<file path="config.mk">
export PLATFORM = sky130hd
export DESIGN_NAME = frame_burst_writer
export DESIGN_NICKNAME = d
export VERILOG_FILES = /design/src/rtl/frame_burst_writer.sv
export SDC_FILE = /design/constraint.sdc
export NUM_CORES = 1
export LEC_CHECK = 0
export ABC_AREA = 1
export BUFFER_PORTS_ARGS = -buffer_cell sky130_fd_sc_hd__buf_4
export CAP_MARGIN = 10
export CORE_UTILIZATION = 53
export CTS_CLUSTER_DIAMETER = 100
export CTS_CLUSTER_SIZE = 16
export DETAILED_ROUTE_END_ITERATION = 8
export GPL_TIMING_DRIVEN = 0
export PLACE_DENSITY = 0.8
export SLEW_MARGIN = 0
export SYNTH_ARGS = -nofsm -noshare
export SYNTH_HDL_FRONTEND = slang
export SYNTH_SLANG_ARGS = --single-unit
</file>
<file path="constraint.sdc">
create_clock -name clk -period 6.9 [get_ports clk]
set_clock_uncertainty 0.2 [all_clocks]
set_input_delay 1.38 -clock clk [delete_from_list [all_inputs] [get_ports clk]]
set_output_delay 1.38 -clock clk [all_outputs]
set_load 0.03 [all_outputs]
</file>
<file path="src/rtl/frame_burst_writer.sv">
// Frame uploader: parses the tagged pixel queue, packs pixels into bus words and
// writes them to memory as fixed-length bursts at a linearly advancing address.
module frame_burst_writer #(
    parameter int PIXEL_WIDTH  = 16,
    parameter int BUS_WIDTH    = 32,
    parameter int BURST_WORDS  = 8,
    parameter int FRAME_WIDTH  = 640,
    parameter int FRAME_HEIGHT = 480,
    parameter int ADDR_WIDTH   = 21
) (
    input  logic                     clk,
    input  logic                     reset_n,
    input  logic                     start,
    input  logic [ADDR_WIDTH-1:0]    base_addr,
    input  logic                     queue_empty,
    input  logic [PIXEL_WIDTH:0]     queue_data,
    output logic                     rd_en,
    output logic                     write_rq,
    input  logic                     write_ack,
    output logic [ADDR_WIDTH-1:0]    write_addr,
    output logic                     mem_wr_en,
    output logic [BUS_WIDTH-1:0]     write_data,
    output logic [BUS_WIDTH/8-1:0]   write_mask,
    output logic                     upload_done,
    output logic                     frame_error,
    output logic                     busy
);
    localparam int PPW = BUS_WIDTH / PIXEL_WIDTH;
    localparam int BPP = PIXEL_WIDTH / 8;
    localparam int LW  = (PPW > 1) ? $clog2(PPW) : 1;
    localparam int BW  = (BURST_WORDS > 1) ? $clog2(BURST_WORDS) : 1;
    localparam int WW  = $clog2(BURST_WORDS + 1);
    localparam int CW  = $clog2(FRAME_WIDTH + 1);
    localparam int RW  = $clog2(FRAME_HEIGHT + 1);

    localparam logic [2:0] S_IDLE       = 3'd0;
    localparam logic [2:0] S_WAIT_FRAME = 3'd1;
    localparam logic [2:0] S_WAIT_ROW   = 3'd2;
    localparam logic [2:0] S_FILL       = 3'd3;
    localparam logic [2:0] S_REQ        = 3'd4;
    localparam logic [2:0] S_WRITE      = 3'd5;
    localparam logic [2:0] S_DONE       = 3'd6;

    localparam logic [1:0] P_NONE  = 2'd0;
    localparam logic [1:0] P_ROW   = 2'd1;
    localparam logic [1:0] P_DONE  = 2'd2;
    localparam logic [1:0] P_FRAME = 2'd3;

    logic [2:0]            state;
    logic [1:0]            pend;
    logic [ADDR_WIDTH-1:0] addr;
    logic [ADDR_WIDTH-1:0] base_lat;
    logic [RW-1:0]         row;
    logic [CW-1:0]         col;
    logic [WW-1:0]         word_idx;
    logic [LW-1:0]         lane_idx;
    logic [BW-1:0]         beat;
    logic [BUS_WIDTH-1:0]  pix_buf [BURST_WORDS];

    logic                   is_cmd, cmd_sf, cmd_sr, cmd_ef, pop;
    logic                   buf_last, buf_empty, last_beat, apply_tgt;
    logic [1:0]             cmd_tgt, tgt;
    logic [WW-1:0]          filled_words;
    logic [PIXEL_WIDTH-1:0] payload;

    assign payload      = queue_data[PIXEL_WIDTH-1:0];
    assign is_cmd       = queue_data[PIXEL_WIDTH];
    assign cmd_sf       = is_cmd && (payload == '0);
    assign cmd_sr       = is_cmd && (payload == PIXEL_WIDTH'(1));
    assign cmd_ef       = is_cmd && (payload == '1);
    assign rd_en        = (state == S_WAIT_FRAME) || (state == S_WAIT_ROW) || (state == S_FILL);
    assign pop          = rd_en && !queue_empty;
    assign buf_last     = (lane_idx == LW'(PPW - 1)) && (word_idx == WW'(BURST_WORDS - 1));
    assign buf_empty    = (word_idx == '0) && (lane_idx == '0);
    assign last_beat    = (beat == BW'(BURST_WORDS - 1));
    assign filled_words = word_idx + WW'(lane_idx != '0);

    assign write_rq    = (state == S_REQ) || (state == S_WRITE);
    assign mem_wr_en   = (state == S_WRITE);
    assign write_addr  = addr;
    assign upload_done = (state == S_DONE);
    assign busy        = (state != S_IDLE);

    always_comb begin
        cmd_tgt = P_NONE;
        if (cmd_sr)      cmd_tgt = P_ROW;
        else if (cmd_ef) cmd_tgt = P_DONE;
        else if (cmd_sf) cmd_tgt = P_FRAME;
    end

    // A mid-row command either redirects immediately (empty buffer) or after the flush burst.
    always_comb begin
        apply_tgt = 1'b0;
        tgt       = P_NONE;
        if ((state == S_FILL) && pop && is_cmd && buf_empty) begin
            tgt       = cmd_tgt;
            apply_tgt = (cmd_tgt != P_NONE);
        end else if ((state == S_WRITE) && last_beat && (pend != P_NONE)) begin
            tgt       = pend;
            apply_tgt = 1'b1;
        end
    end

    always_ff @(posedge clk) begin
        if ((state == S_FILL) && pop && !is_cmd)
            pix_buf[word_idx[BW-1:0]][lane_idx*PIXEL_WIDTH +: PIXEL_WIDTH] <= payload;
    end

    // Unfilled lanes are masked off here, so the buffer never needs clearing.
    always_comb begin
        write_data = '0;
        write_mask = '0;
        if (state == S_WRITE) begin
            for (int unsigned l = 0; l < PPW; l++) begin
                if ((WW'(beat) < word_idx) || ((WW'(beat) == word_idx) && (LW'(l) < lane_idx))) begin
                    write_data[l*PIXEL_WIDTH +: PIXEL_WIDTH] = pix_buf[beat][l*PIXEL_WIDTH +: PIXEL_WIDTH];
                    write_mask[l*BPP +: BPP] = '1;
                end
            end
        end
    end

    always_ff @(posedge clk or negedge reset_n) begin
        if (!reset_n) begin
            state       <= S_IDLE;
            pend        <= P_NONE;
            addr        <= '0;
            base_lat    <= '0;
            row         <= '0;
            col         <= '0;
            word_idx    <= '0;
            lane_idx    <= '0;
            beat        <= '0;
            frame_error <= 1'b0;
        end else begin
            case (state)
                S_IDLE: if (start) begin
                    addr        <= base_addr;
                    base_lat    <= base_addr;
                    frame_error <= 1'b0;
                    row         <= '0;
                    state       <= S_WAIT_FRAME;
                end
                S_WAIT_FRAME: if (pop && cmd_sf) state <= S_WAIT_ROW;
                S_WAIT_ROW: if (pop) begin
                    if (cmd_sr && (row < RW'(FRAME_HEIGHT))) begin
                        col      <= '0;
                        word_idx <= '0;
                        lane_idx <= '0;
                        state    <= S_FILL;
                    end else if (cmd_ef) begin
                        if (row != RW'(FRAME_HEIGHT)) frame_error <= 1'b1;
                        state <= S_DONE;
                    end else begin
                        frame_error <= 1'b1;
                    end
                end
                S_FILL: if (pop) begin
                    if (!is_cmd) begin
                        col <= col + CW'(1);
                        if (lane_idx == LW'(PPW - 1)) begin
                            lane_idx <= '0;
                            word_idx <= word_idx + WW'(1);
                        end else begin
                            lane_idx <= lane_idx + LW'(1);
                        end
                        if (buf_last || (col + CW'(1) == CW'(FRAME_WIDTH))) state <= S_REQ;
                    end else begin
                        frame_error <= 1'b1;
                        if ((cmd_tgt != P_NONE) && !buf_empty) begin
                            pend  <= cmd_tgt;
                            state <= S_REQ;
                        end
                    end
                end
                S_REQ: if (write_ack) begin
                    beat  <= '0;
                    state <= S_WRITE;
                end
                S_WRITE: begin
                    beat <= beat + BW'(1);
                    if (last_beat) begin
                        addr     <= addr + ADDR_WIDTH'(filled_words);
                        word_idx <= '0;
                        lane_idx <= '0;
                        if (pend == P_NONE) begin
                            if (col == CW'(FRAME_WIDTH)) begin
                                row   <= row + RW'(1);
                                state <= S_WAIT_ROW;
                            end else begin
                                state <= S_FILL;
                            end
                        end
                    end
                end
                S_DONE:  state <= S_IDLE;
                default: state <= S_IDLE;
            endcase

            if (apply_tgt) begin
                pend <= P_NONE;
                case (tgt)
                    P_ROW: begin
                        row      <= row + RW'(1);
                        col      <= '0;
                        word_idx <= '0;
                        lane_idx <= '0;
                        state    <= S_FILL;
                    end
                    P_DONE: state <= S_DONE;
                    P_FRAME: begin
                        row   <= '0;
                        addr  <= base_lat;
                        state <= S_WAIT_ROW;
                    end
                    default: ;
                endcase
            end
        end
    end
endmodule

</file>
==> summary.txt, run 1 <==
Die
  – Die area: 0.02960 sq mm
  – Boundary Pins: between 100 and 150
  – # rows: 61
  – Die extent in y: between 150 and 200 um
  – Placeable Area: 0.02809 sq mm
  – Starting Density: 54.57%
  – DIE WIDTH: between 150 and 200 um

GRT
  – Number of global-route vias before repair: 11870
  – First-pass GRT wire length: 63870 um
  – GRT busiest layer: met2
  – Met2 GRT Util: 47.72%
  – Met3 Usage GRT: ~4.6%
  – Initial antenna violation count: 0
  – Met1 usage: a little under two fifths
  – Total grt overflow: 0
  – Largest net degree at the start of global routing: 76
  – Total GRT Usage: ~28%

Synth
  – Seq/Total Area, Yosys: ~62%
  – EDFF count, synth: 256
  – Yosys cell types: 47
  – Asr flop ratio synth: a little under a quarter
  – Warnings, synthesis: 0
  – Main flop type after synthesis: edfxtp_1
  – Cell Area, Synth: 0.01533 sq mm
  – Gate Count Post-Synth: 1521
  – Syn_nets: 1582
  – Count of state elements after synthesis: 331
  – Syn Area/Cell: 10.08 sq um

Clock tree
  – Worst-Skew Late Latency: roughly 0.55 ns
  – Clock slew at reported path FFs: about 0.08 ns
  – Hold-fix buffers, CTS: 0
  – CTS Buffer Depth: 3
  – CTS Buf Count: 24
  – H-tree depth: 1
  – Clk root buf: clkbuf_16
  – Sink Count: around 330
  – CTS resizes: 0
  – CTS tree: yes
  – Post-CTS Setup Bufs: 0

Critical path
  – Slowest cell on crit path: clkbuf_1
  – Max FO, Critical Path: 10
  – Worst Setup Path Type: reg2out
  – CP max stage delay: roughly 0.53 ns
  – Worst EP required: 5.32 ns
  – CP most frequent cell: nor2_1
  – Setup slack, reg-to-reg: 3.38 ns
  – CP cell instances: clkinv_1 > clkbuf_1 > clkbuf_1 > ha_1 > nor2_1 > nor2_1 > o21ai_0 > o31a_1 > nor2_1 > inv_2 > buf_2 > a211oi_1 > buf_4
  – Worst setup SP type: register
  – Critical path data arrival time: 4.26 ns
  – CP endpoint kind: output port

Placement
  – Hpwl dp: about 28000 um
  – Inst Count DP: 2015
  – RD Place Congestion: between 0.9 and 1
  – Port buffer count: 105

Cells and area
  – ANT cells: 0
  – Post-Layout Cell Count: 2059
  – Share of cells above drive strength 1: 12.20%
  – Final #Nets: 1724
  – Layout area overhead: 14.20%

Timing
  – Setup TNS: 0 ns
  – Final Max Slew Viols: 0
  – F_max: 171.1 MHz
  – Endpoints failing hold: 0
  – Post-route clock period utilization: 84.71%
  – Min Tclk post-route: 5.845 ns
  – Final setup fails: 0
  – Slew HR: 32.91%
  – RSZ-0062 raised after global routing: false
  – Worst Tran Pin Value: 1.005 ns

Power
  – P per Cell Area: between 300 and 400 mW/mm^2
  – VDD IR max: roughly 320 uV
  – Total power: 0.005661 W
  – Leakage: slightly below 7 nW

Route
  – Vias per cell: about 6.0
  – Initial DRC count: roughly 1600
  – WL final: 41250 um
  – Drt drc: 0
  – Drt pass-1 iters: 6
  – Via count: ~12000
  – Final ANT Viol Nets: 0
  – Per-cell routed wire length: about 20 um

Outcome
  – Outcome: finished clean

Min path
  – Hold WC Path Type: reg2reg

Run
  – Max_cap viols: 0
## cells by family after synthesis
family | count (synthesis) | share of synthesized area (%)
AOI/OAI and AO/OA | 306 | 12.61
xor gates and xnor gates | 12 | 0.6858
DFF | 331 | 62.41
and+or+nand+nor | 662 | 17.82
adders and majority gates | 18 | 1.518
buffers and inverters | 192 | 4.964
## sequential cells by signal, summed over array words and instances, names as in the netlist
register     cells
row              9
pix_buf        256
word_idx         4
base_lat        21
frame_error      1
pend             2
write_addr      21
state            3
col             10
beat             3
lane_idx         1
## cell usage in the layout (no fill, tap or decap), types with 3 or more instances in the layout
cell type / instances
inv_2: 7
o211ai_1: 6
a211oi_1: 32
a32o_1: 32
inv_1: 106
buf_8: 9
nor2_2: 21
nor2_1: 115
nand2_2: 3
nor2_4: 3
o21ai_1: 3
nand4_1: 17
edfxtp_1: 256
buf_4: 109
dfrtp_1: 75
o21ai_0: 55
a22oi_1: 37
a21oi_1: 126
nand2_1: 401
clkbuf_1: 65
buf_1: 10
xnor2_1: 4
xor2_1: 8
clkinv_1: 3
nor4_1: 3
or2_2: 5
ha_1: 17
nand3_1: 75
clkbuf_16: 25
nor3_1: 13
buf_2: 13
## per-layer routing
| layer | share of wire (%) | vias to the layer above | wire length (um) |
|---|---|---|---|
| met1 | 39 | 5885 | 16230 |
| li1 | - | 5585 | - |
| met4 | 2.6 | 0 | 1064 |
| met3 | 10 | 89 | 4320 |
| met2 | 48 | 747 | 19640 |
| met5 | 0 | - | 0 |
## final cells by class
class                      instances  area [sq um]
sequential                       331          9564
timing repair buffer             116         962.2
multi-input combinational        998          5041
tap                              378         473.0
buffer                            75         320.3
fill                            2234         10590
clock buffer                      43         693.2
inverter                         117         440.4
clock inverter                     1         7.507
## per-stage QoR
stage | area [sq um] | utilization [%] | hold WS, ns | setup slack (ns)
4_1_cts | 17500 | 62.31 | 0.2820 | 1.127
3_3_place_gp | 16590 | 59.06 | 0.2599 | 1.827
2_1_floorplan | 15330 | - | 0.2492 | 2.220
5_1_grt | 17500 | 62.31 | 0.2982 | 0.8981
6_report | 17500 | 62.31 | 0.2843 | 1.055
3_5_place_dp | 16800 | 59.82 | 0.2642 | 1.766
## Yosys cell counts (8+ instances only)
master,n,share of area [%]
dfrtp_1,75,12
a32o_1,32,2.1
nand2_1,401,9.8
o21ai_0,55,1.8
a211oi_1,32,1.6
buf_1,10,0.24
xor2_1,8,0.46
ha_1,17,1.4
nor3_1,13,0.42
clkbuf_1,47,1.2
buf_2,13,0.42
nand3_1,75,2.4
a21oi_1,126,4.1
inv_1,106,2.6
edfxtp_1,256,50
nand4_1,17,0.69
nor2_1,131,3.2
a22oi_1,37,1.8
## worst max-delay path: cells and delay by family (launching register included)
kind	cells	cell delay, ns
adder cells (fa/ha/maj)	1	0.26
AO/OA/AOI/OAI	3	0.48
flip-flops	1	0.45
AND/OR/NAND/NOR	3	0.65
buffers and inverters	6	1.86
## path summary, 6_finish.rpt
path                                   start             end  cells past startpoint
worst min-delay path            base_lat[10]    base_lat[10]                      2
worst max-delay path                 beat[0]  write_data[12]                     13
max in group asynchronous            reset_n    base_lat[18]                      1
worst max register to register      state[2]  pix_buf[5][21]                      7
min in group asynchronous            reset_n     base_lat[8]                      1
worst min register to register  base_lat[10]    base_lat[10]                      2
## power by group
group / switching (W) / internal, W / leakage (nW) / total [W]
Clock: 0.000664 / 0.000679 / 0.329 / 0.00134
Combinational: 0.00125 / 0.000536 / 3.21 / 0.00179
Sequential: 0.000136 / 0.00239 / 3.35 / 0.00253
Note: power is estimated with default switching activity, not from simulation.
==> run 2: changes to the inputs <==
--- a/config.mk
+++ b/config.mk
@@ -5,7 +5,7 @@
 export SDC_FILE = /design/constraint.sdc
 export NUM_CORES = 1
 export LEC_CHECK = 0
-export ABC_AREA = 1
+export ABC_AREA = 0
 export BUFFER_PORTS_ARGS = -buffer_cell sky130_fd_sc_hd__buf_4
 export CAP_MARGIN = 10
 export CORE_UTILIZATION = 53
@@ -13,7 +13,7 @@
 export CTS_CLUSTER_SIZE = 16
 export DETAILED_ROUTE_END_ITERATION = 8
 export GPL_TIMING_DRIVEN = 0
-export PLACE_DENSITY = 0.8
+export PLACE_DENSITY = 0.83
 export SLEW_MARGIN = 0
 export SYNTH_ARGS = -nofsm -noshare
 export SYNTH_HDL_FRONTEND = slang
==> constraint.sdc (replaced) <==
create_clock -name clk -period 5.27 [get_ports clk]
set_clock_uncertainty 0.2 [all_clocks]
set_input_delay 1.054 -clock clk [delete_from_list [all_inputs] [get_ports clk]]
set_output_delay 1.054 -clock clk [all_outputs]
set_load 0.03 [all_outputs]
==> run 2 against run 1 <==
Utilization up 0.47 points. Routed wire length down 14%. First-iteration DRC count down 30%. Register-to-register slack worse by 1.6 ns. Clock-buffer cell count down 1. Via count down 21%. Flip-flop and latch count unchanged. Largest cell class unchanged. Largest power group unchanged.
==> summary.txt, run 2 <==
Route
  – Drt drc: 0 (unchanged)
  – Per-cell routed wire length: 22.26 um (+11%)
  – Initial DRC count: 1093 (-30%)
  – Vias per cell: 6.093 (+1.9%)
  – Final ANT Viol Nets: 0 (unchanged)
  – WL final: 35610 um (-14%)
  – Drt pass-1 iters: 6 (unchanged)
  – Via count: 9749 (-21%)

GRT
  – Largest net degree at the start of global routing: 76 (unchanged)
  – First-pass GRT wire length: 54610 um (-14%)
  – Total grt overflow: 0 (unchanged)
  – Total GRT Usage: 25.32% (-3.0 points)
  – Initial antenna violation count: 0 (unchanged)
  – Number of global-route vias before repair: 9601 (-19%)

Synth
  – Asr flop ratio synth: 22.66% (unchanged)
  – Seq/Total Area, Yosys: 64.29% (+1.9 points)
  – Gate Count Post-Synth: 1063 (-30%)
  – EDFF count, synth: 256 (unchanged)
  – Synth top cells by count: 256 x edfxtp_1, 124 x nand2_1, 113 x nor2_1
  – Synth area leaders: edfxtp_1 52%, dfrtp_1 13%, mux4_2 9.7%, nand2_1 3.1%, nor2_1 2.9%
  – Warnings, synthesis: 0 (unchanged)
  – Yosys top cell by area: edfxtp_1
  – Syn Area/Cell: 14.00 sq um (+39%)
  – Count of state elements after synthesis: 331 (unchanged)
  – Top-count cell post-synth: edfxtp_1
  – Area share of the leading cell type in the synthesized netlist: 51.67% (+1.5 points)
  – Cell Area, Synth: 0.01488 sq mm (-2.9%)
  – Yosys cell types: 74 (+57%)
  – Syn_nets: 1124 (-29%)
  – Main flop type after synthesis: edfxtp_1

Timing
  – F_max: between 150 and 200 MHz
  – Final setup fails: 0 (unchanged)
  – Min Tclk post-route: 5.018 ns
  – Final Max Slew Viols: 0 (unchanged)
  – RSZ-0062 raised after global routing: false
  – Worst Tran Pin Value: 1.102 ns (+0.09649 ns)
  – Post-route clock period utilization: 95.21%
  – Endpoints failing hold: 0 (unchanged)
  – Setup TNS: 0 ns (unchanged)
  – Slew HR: 26.15% (-6.8 points)

Cells and area
  – Sequential standard cell area: 0.009564 sq mm (unchanged)
  – ANT cells: 0 (unchanged)
  – Share of cells above drive strength 1: 22.15% (+10 points)
  – Most frequent cells in the layout: 256 x edfxtp_1, 124 x nand2_1, 113 x buf_4
  – Final #Nets: 1272 (-26%)
  – Final instance area: 0.01711 sq mm (-2.2%)
  – Post-Layout Cell Count: 1600 (-22%)
  – Fill count: 1950 (-13%)
  – Multi-input gate area: 0.004992 sq mm (-0.97%)
  – Max reg flops: 256 (unchanged)
  – Layout area overhead: 15.00%
  – Final Util: 62.78% (+0.47 points)
  – Most common cell after layout, fill and taps aside: edfxtp_1

Run
  – Max_cap viols: 0 (unchanged)

Clock tree
  – H-tree depth: 1 (unchanged)
  – Post-CTS Setup Bufs: 0 (unchanged)
  – Clk root buf: clkbuf_16
  – Clock slew at reported path FFs: 0.07 ns (about the same)
  – Worst-Skew Late Latency: 0.54 ns (about the same)
  – Hold-fix buffers, CTS: 0 (unchanged)
  – CTS Buffer Depth: 3 (unchanged)
  – Sink Count: 331 (unchanged)
  – CTS Buf Count: 24 (unchanged)
  – CTS tree: yes

Critical path
  – Max FO, Critical Path: 10 (unchanged)
  – CP cell instances: clkbuf_1 > buf_2 > buf_4 > inv_1 > ha_1 > inv_1 > a21o_1 > a21oi_1 > o21ai_2 > clkbuf_1 > inv_1 > buf_4 > buf_4
  – Setup slack, reg-to-reg: 1.81 ns (-1.57 ns)
  – Worst Setup Path Type: reg2out
  – Crit. Startpoint: beat[0]
  – Worst R2R Start: state[2]
  – CP max stage delay: 0.53 ns (about the same)
  – Worst EP required: 4.02 ns (-1.30 ns)
  – CP endpoint kind: output port
  – Worst setup SP type: register
  – Critical path data arrival time: 3.76 ns (-0.50 ns)
  – Slowest cell on crit path: clkbuf_1

Power
  – VDD IR max: 233.0 uV (-28%)
  – P per Cell Area: 302.1 mW/mm^2 (-6.6%)
  – Leakage: 6.578 nW (-4.6%)

Die
  – Die extent in y: 169.5 um (-1.5%)
  – Starting Density: 54.59% (about the same)
  – Die area: 0.02874 sq mm (-2.9%)
  – Boundary Pins: 106 (unchanged)
  – Placeable Area: 0.02725 sq mm (-3.0%)
  – # rows: 60 (-1.6%)
  – DIE WIDTH: 169.5 um (-1.5%)

Min path
  – Worst min-delay path startpoint: base_lat[5]
  – Hold WC Path Type: reg2reg

Placement
  – RD Place Congestion: 0.9191 (-3.1%)
  – Dpl cell area: 0.01640 sq mm (-2.4%)
  – Port buffer count: 104 (-0.95%)
  – Inst Count DP: 1557 (-23%)
  – Hpwl dp: 24350 um (-14%)

Outcome
  – Outcome: finished clean
[run 2: cell count changes in the layout (fill, tap and decap cells not counted), moves of 21 or more]
cell      change
mux2i_1      +34
nand3_1      -57
a32o_1       -32
a22oi_1      -34
clkbuf_1     -22
nand2_1     -277
mux4_2       +64
inv_1        -84
a211oi_1     -28
and2_1       +21
a21oi_1      -90
[run 2: critical path, delay by kind of cell (launching register included)]
family / cells / cell delay [ns]
buffers and inverters: 9 / 2.03
AO/OA/AOI/OAI: 3 / 0.61
flip-flops: 1 / 0.38
adder cells (fa/ha/maj): 1 / 0.18
[run 2: cell type report]
type                       count  area share (%)
buffer                        56           1.755
clock buffer                  42           4.030
clock inverter                 1         0.04388
inverter                      23          0.5046
multi-input combinational    653           29.18
sequential                   331           55.90
tap                          372           2.720
timing repair buffer         122           5.865
[run 2: through the flow]
stage	hold WS [ns]	power, W	worst slack, ns
finish	0.2786	0.005169	0.2523
global route	0.3065	0.005320	0.05142
CTS	0.2826	0.005183	0.1343
detailed placement	0.2631	0.003470	0.4656
global placement	0.2585	0.003454	-0.06556
floorplan	0.2465	0.003274	1.309
[run 2: path summary, 6_finish.rpt]
| check | cells past startpoint | endpoint |
|---|---|---|
| setup / recovery | 13 | write_mask[3] |
| hold / removal | 2 | base_lat[5] |
| setup reg to reg | 7 | pix_buf[4][13] |
| hold reg to reg | 2 | base_lat[5] |
| max in group asynchronous | 1 | base_lat[11] |
| min in group asynchronous | 1 | row[6] |
[run 2: report_power, final]
group	total [W]	switching (W)	internal, W
Clock	0.00175	0.000864	0.000886
Sequential	0.00299	0.0000957	0.00289
Combinational	0.000433	0.000268	0.000166
Total	0.00517	0.00123	0.00394
[run 2: logic make-up after synthesis]
family / synth area share [%]
xor+xnor: 0.4121
mux: 11.98
fa+ha+maj: 1.564
simple gates: 12.36
buf+inv: 2.582
compound gates: 6.813
flops: 64.29
[run 2: what timing repair did]
action,in CTS,in global routing
gates resized for setup,2,1
endpoints found under the hold margin,0,0
setup endpoints to repair,9,1
[run 2: metal layers]
metal	GRT usage (%)	part of all wire, %	wire length, um	vias up
met4	6.385	2.2	786	0
li1	-	-	-	4335
met2	42.74	49	17510	484
met5	0	0	0	-
met1	34.85	41	14510	4863
met3	3.615	7.9	2803	67
==> run 3: changes to the inputs <==
--- a/config.mk
+++ b/config.mk
@@ -8,6 +8,7 @@
 export ABC_AREA = 0
 export BUFFER_PORTS_ARGS = -buffer_cell sky130_fd_sc_hd__buf_4
 export CAP_MARGIN = 10
+export CORE_ASPECT_RATIO = 0.75
 export CORE_UTILIZATION = 53
 export CTS_CLUSTER_DIAMETER = 100
 export CTS_CLUSTER_SIZE = 16
==> run 3 against run 2 <==
Sequential share of layout area rose by 0.20 points. Critical path type unchanged. Die area is essentially flat. Final cell count shrank 2.0%. Highest routed layer unchanged. Via count decreased by 0.31%.
==> summary.txt, run 3 (synthesis results as in run 2) <==
Critical path
  – Worst Setup Path Type: reg2out
  – Max FO, Critical Path: 10 (unchanged)
  – CP cell instances: clkbuf_1 > buf_2 > buf_2 > inv_1 > ha_1 > inv_1 > a21o_1 > a21oi_1 > o31ai_4 > buf_2 > inv_1 > buf_4 > buf_4
  – Slowest cell on crit path: o31ai_4
  – CP max stage delay: 0.55 ns (+0.02 ns)
  – Worst setup SP type: register
  – Critical path data arrival time: 3.76 ns (about the same)
  – Worst EP required: 4.02 ns (about the same)
  – CP endpoint kind: output port

Cells and area
  – Layout area overhead: 14.60%
  – Final #Nets: 1271 (-0.079%)
  – Most frequent cells in the layout: 256 x edfxtp_1, 124 x nand2_1, 112 x buf_4
  – Final Util: 62.54% (-0.24 points)
  – Max reg flops: 256 (unchanged)
  – Most common cell after layout, fill and taps aside: edfxtp_1
  – Post-Layout Cell Count: 1568 (-2.0%)
  – Share of cells above drive strength 1: 22.37% (+0.22 points)

GRT
  – Largest net degree at the start of global routing: 76 (unchanged)
  – Number of global-route vias before repair: 9456 (-1.5%)
  – Initial antenna violation count: 1 (+1)
  – Total grt overflow: 0 (unchanged)
  – First-pass GRT wire length: 54100 um (-0.92%)
  – Total GRT Usage: 24.72% (-0.59 points)

Die
  – Placeable Area: 0.02726 sq mm (about the same)
  – DIE WIDTH: 195.5 um (+15%)
  – Starting Density: 54.57% (about the same)
  – Die area: 0.02875 sq mm (about the same)
  – Boundary Pins: 106 (unchanged)
  – Die extent in y: 147.1 um (-13%)
  – # rows: 52 (-13%)

Timing
  – Hold Slack: 0.2821 ns (+0.003429 ns)
  – Final setup fails: 0 (unchanged)
  – Worst Tran Pin Value: 1.094 ns (-0.007664 ns)
  – Slew HR: 26.67% (+0.51 points)
  – F_max: 199.3 MHz (about the same)
  – Min setup slack post-route: 0.2522 ns (-0.00008100 ns)
  – Endpoints failing hold: 0 (unchanged)
  – Min Tclk post-route: 5.018 ns (+0.00008100 ns)
  – RSZ-0062 raised after global routing: false
  – Final Max Slew Viols: 0 (unchanged)
  – Post-route clock period utilization: 95.21% (about the same)

Clock tree
  – CTS Buf Count: 24 (unchanged)
  – Clock slew at reported path FFs: 0.07 ns (about the same)
  – H-tree depth: 1 (unchanged)
  – CTS Buffer Depth: 3 (unchanged)
  – Sink Count: 331 (unchanged)
  – Hold-fix buffers, CTS: 0 (unchanged)
  – Clk root buf: clkbuf_16
  – Worst-Skew Late Latency: 0.53 ns (about the same)
  – CTS tree: yes

Route
  – Per-cell routed wire length: 22.38 um (+0.56%)
  – Via count: 9719 (-0.31%)
  – Final ANT Viol Nets: 0 (unchanged)
  – Drt drc: 0 (unchanged)
  – WL final: 35100 um (-1.4%)
  – Initial DRC count: 1054 (-3.6%)
  – Vias per cell: 6.198 (+1.7%)
  – Drt pass-1 iters: 7 (+1)

Placement
  – RD Place Congestion: 0.9216 (+0.27%)
  – Port buffer count: 104 (unchanged)
  – Inst Count DP: 1535 (-1.4%)
  – DP Worst Slack: 0.2297 ns (-0.2359 ns)
  – Hpwl dp: 24390 um (+0.18%)

Power
  – VDD IR max: 230.0 uV (-1.3%)
  – Total power: 0.005100 W (-1.3%)
  – P per Cell Area: 299.1 mW/mm^2 (-0.99%)
  – Leakage: 6.562 nW (-0.25%)

Outcome
  – Outcome: finished clean

Run
  – Max_cap viols: 0 (unchanged)

Min path
  – Hold WC Path Type: reg2reg
==> run 3: cell types whose count changed in the layout (fill, tap and decap cells not counted) <==
cell       before  now
diode_2         0    1
buf_6          14   11
clkinv_8        0    1
buf_4         113  112
clkbuf_1       43   31
buf_8           8   11
clkbuf_2        0    1
o31ai_4         0    1
clkbuf_16      25   24
o31ai_2         1    0
==> run 3: area by class of cell <==
type	count	area [sq um]
well taps	351	439.2
flip-flops and latches	331	9564
inverters	23	86.33
clock inverters	2	23.77
multi-input cells	653	5001
plain buffers	56	299.0
repair buffers	121	1010
diodes	1	2.502
fillers	1961	10210
clock buffers	30	623.1
==> run 3: power by group <==
part           leakage (nW)  switching (W)  internal, W
Sequential             3.61       0.000103      0.00289
Combinational          2.64       0.000258     0.000165
Clock                 0.310       0.000854     0.000830
Total                  6.56        0.00121      0.00389
==> run 3: repair_timing <==
action | in CTS | in global routing
gates resized for setup | 2 | 3
buffers inserted | 0 | 0
setup endpoints to repair | 15 | 13
==> run 3: worst paths after layout <==
| check | start | to | slack [ns] | depth (start not counted) |
|---|---|---|---|---|
| max reg2reg | state[2] | pix_buf[4][6] | 1.71 | 7 |
| min | base_lat[15] | base_lat[15] | 0.28 | 2 |
| max | beat[0] | write_mask[1] | 0.25 | 13 |
| max in group asynchronous | reset_n | col[6] | 3.77 | 1 |
| min in group asynchronous | reset_n | col[0] | 0.45 | 1 |
| min reg2reg | base_lat[15] | base_lat[15] | 0.28 | 2 |
==> run 3: routing by layer <==
metal / vias up / track usage, % / wire length (um)
li1: 4326 / - / -
met1: 4833 / 37.08 / 15080
met2: 488 / 38.54 / 16460
met3: 72 / 2.801 / 2706
met4: 0 / 7.244 / 849
met5: - / 0 / 0
==> run 3: metrics by stage <==
stage / cell area [sq um] / setup TNS, ns
6_report: 17050 / 0
5_1_grt: 17050 / 0
4_1_cts: 17040 / 0
3_5_place_dp: 16380 / 0
3_3_place_gp: 16100 / -0.1220
2_1_floorplan: 14880 / 0
==> run 3: worst max-delay path, delay by kind of cell (launching register included) <==
kind,cells,cell delay [ns]
compound gates,3,0.79
buf+inv,9,1.86
fa+ha+maj,1,0.19
flops,1,0.39
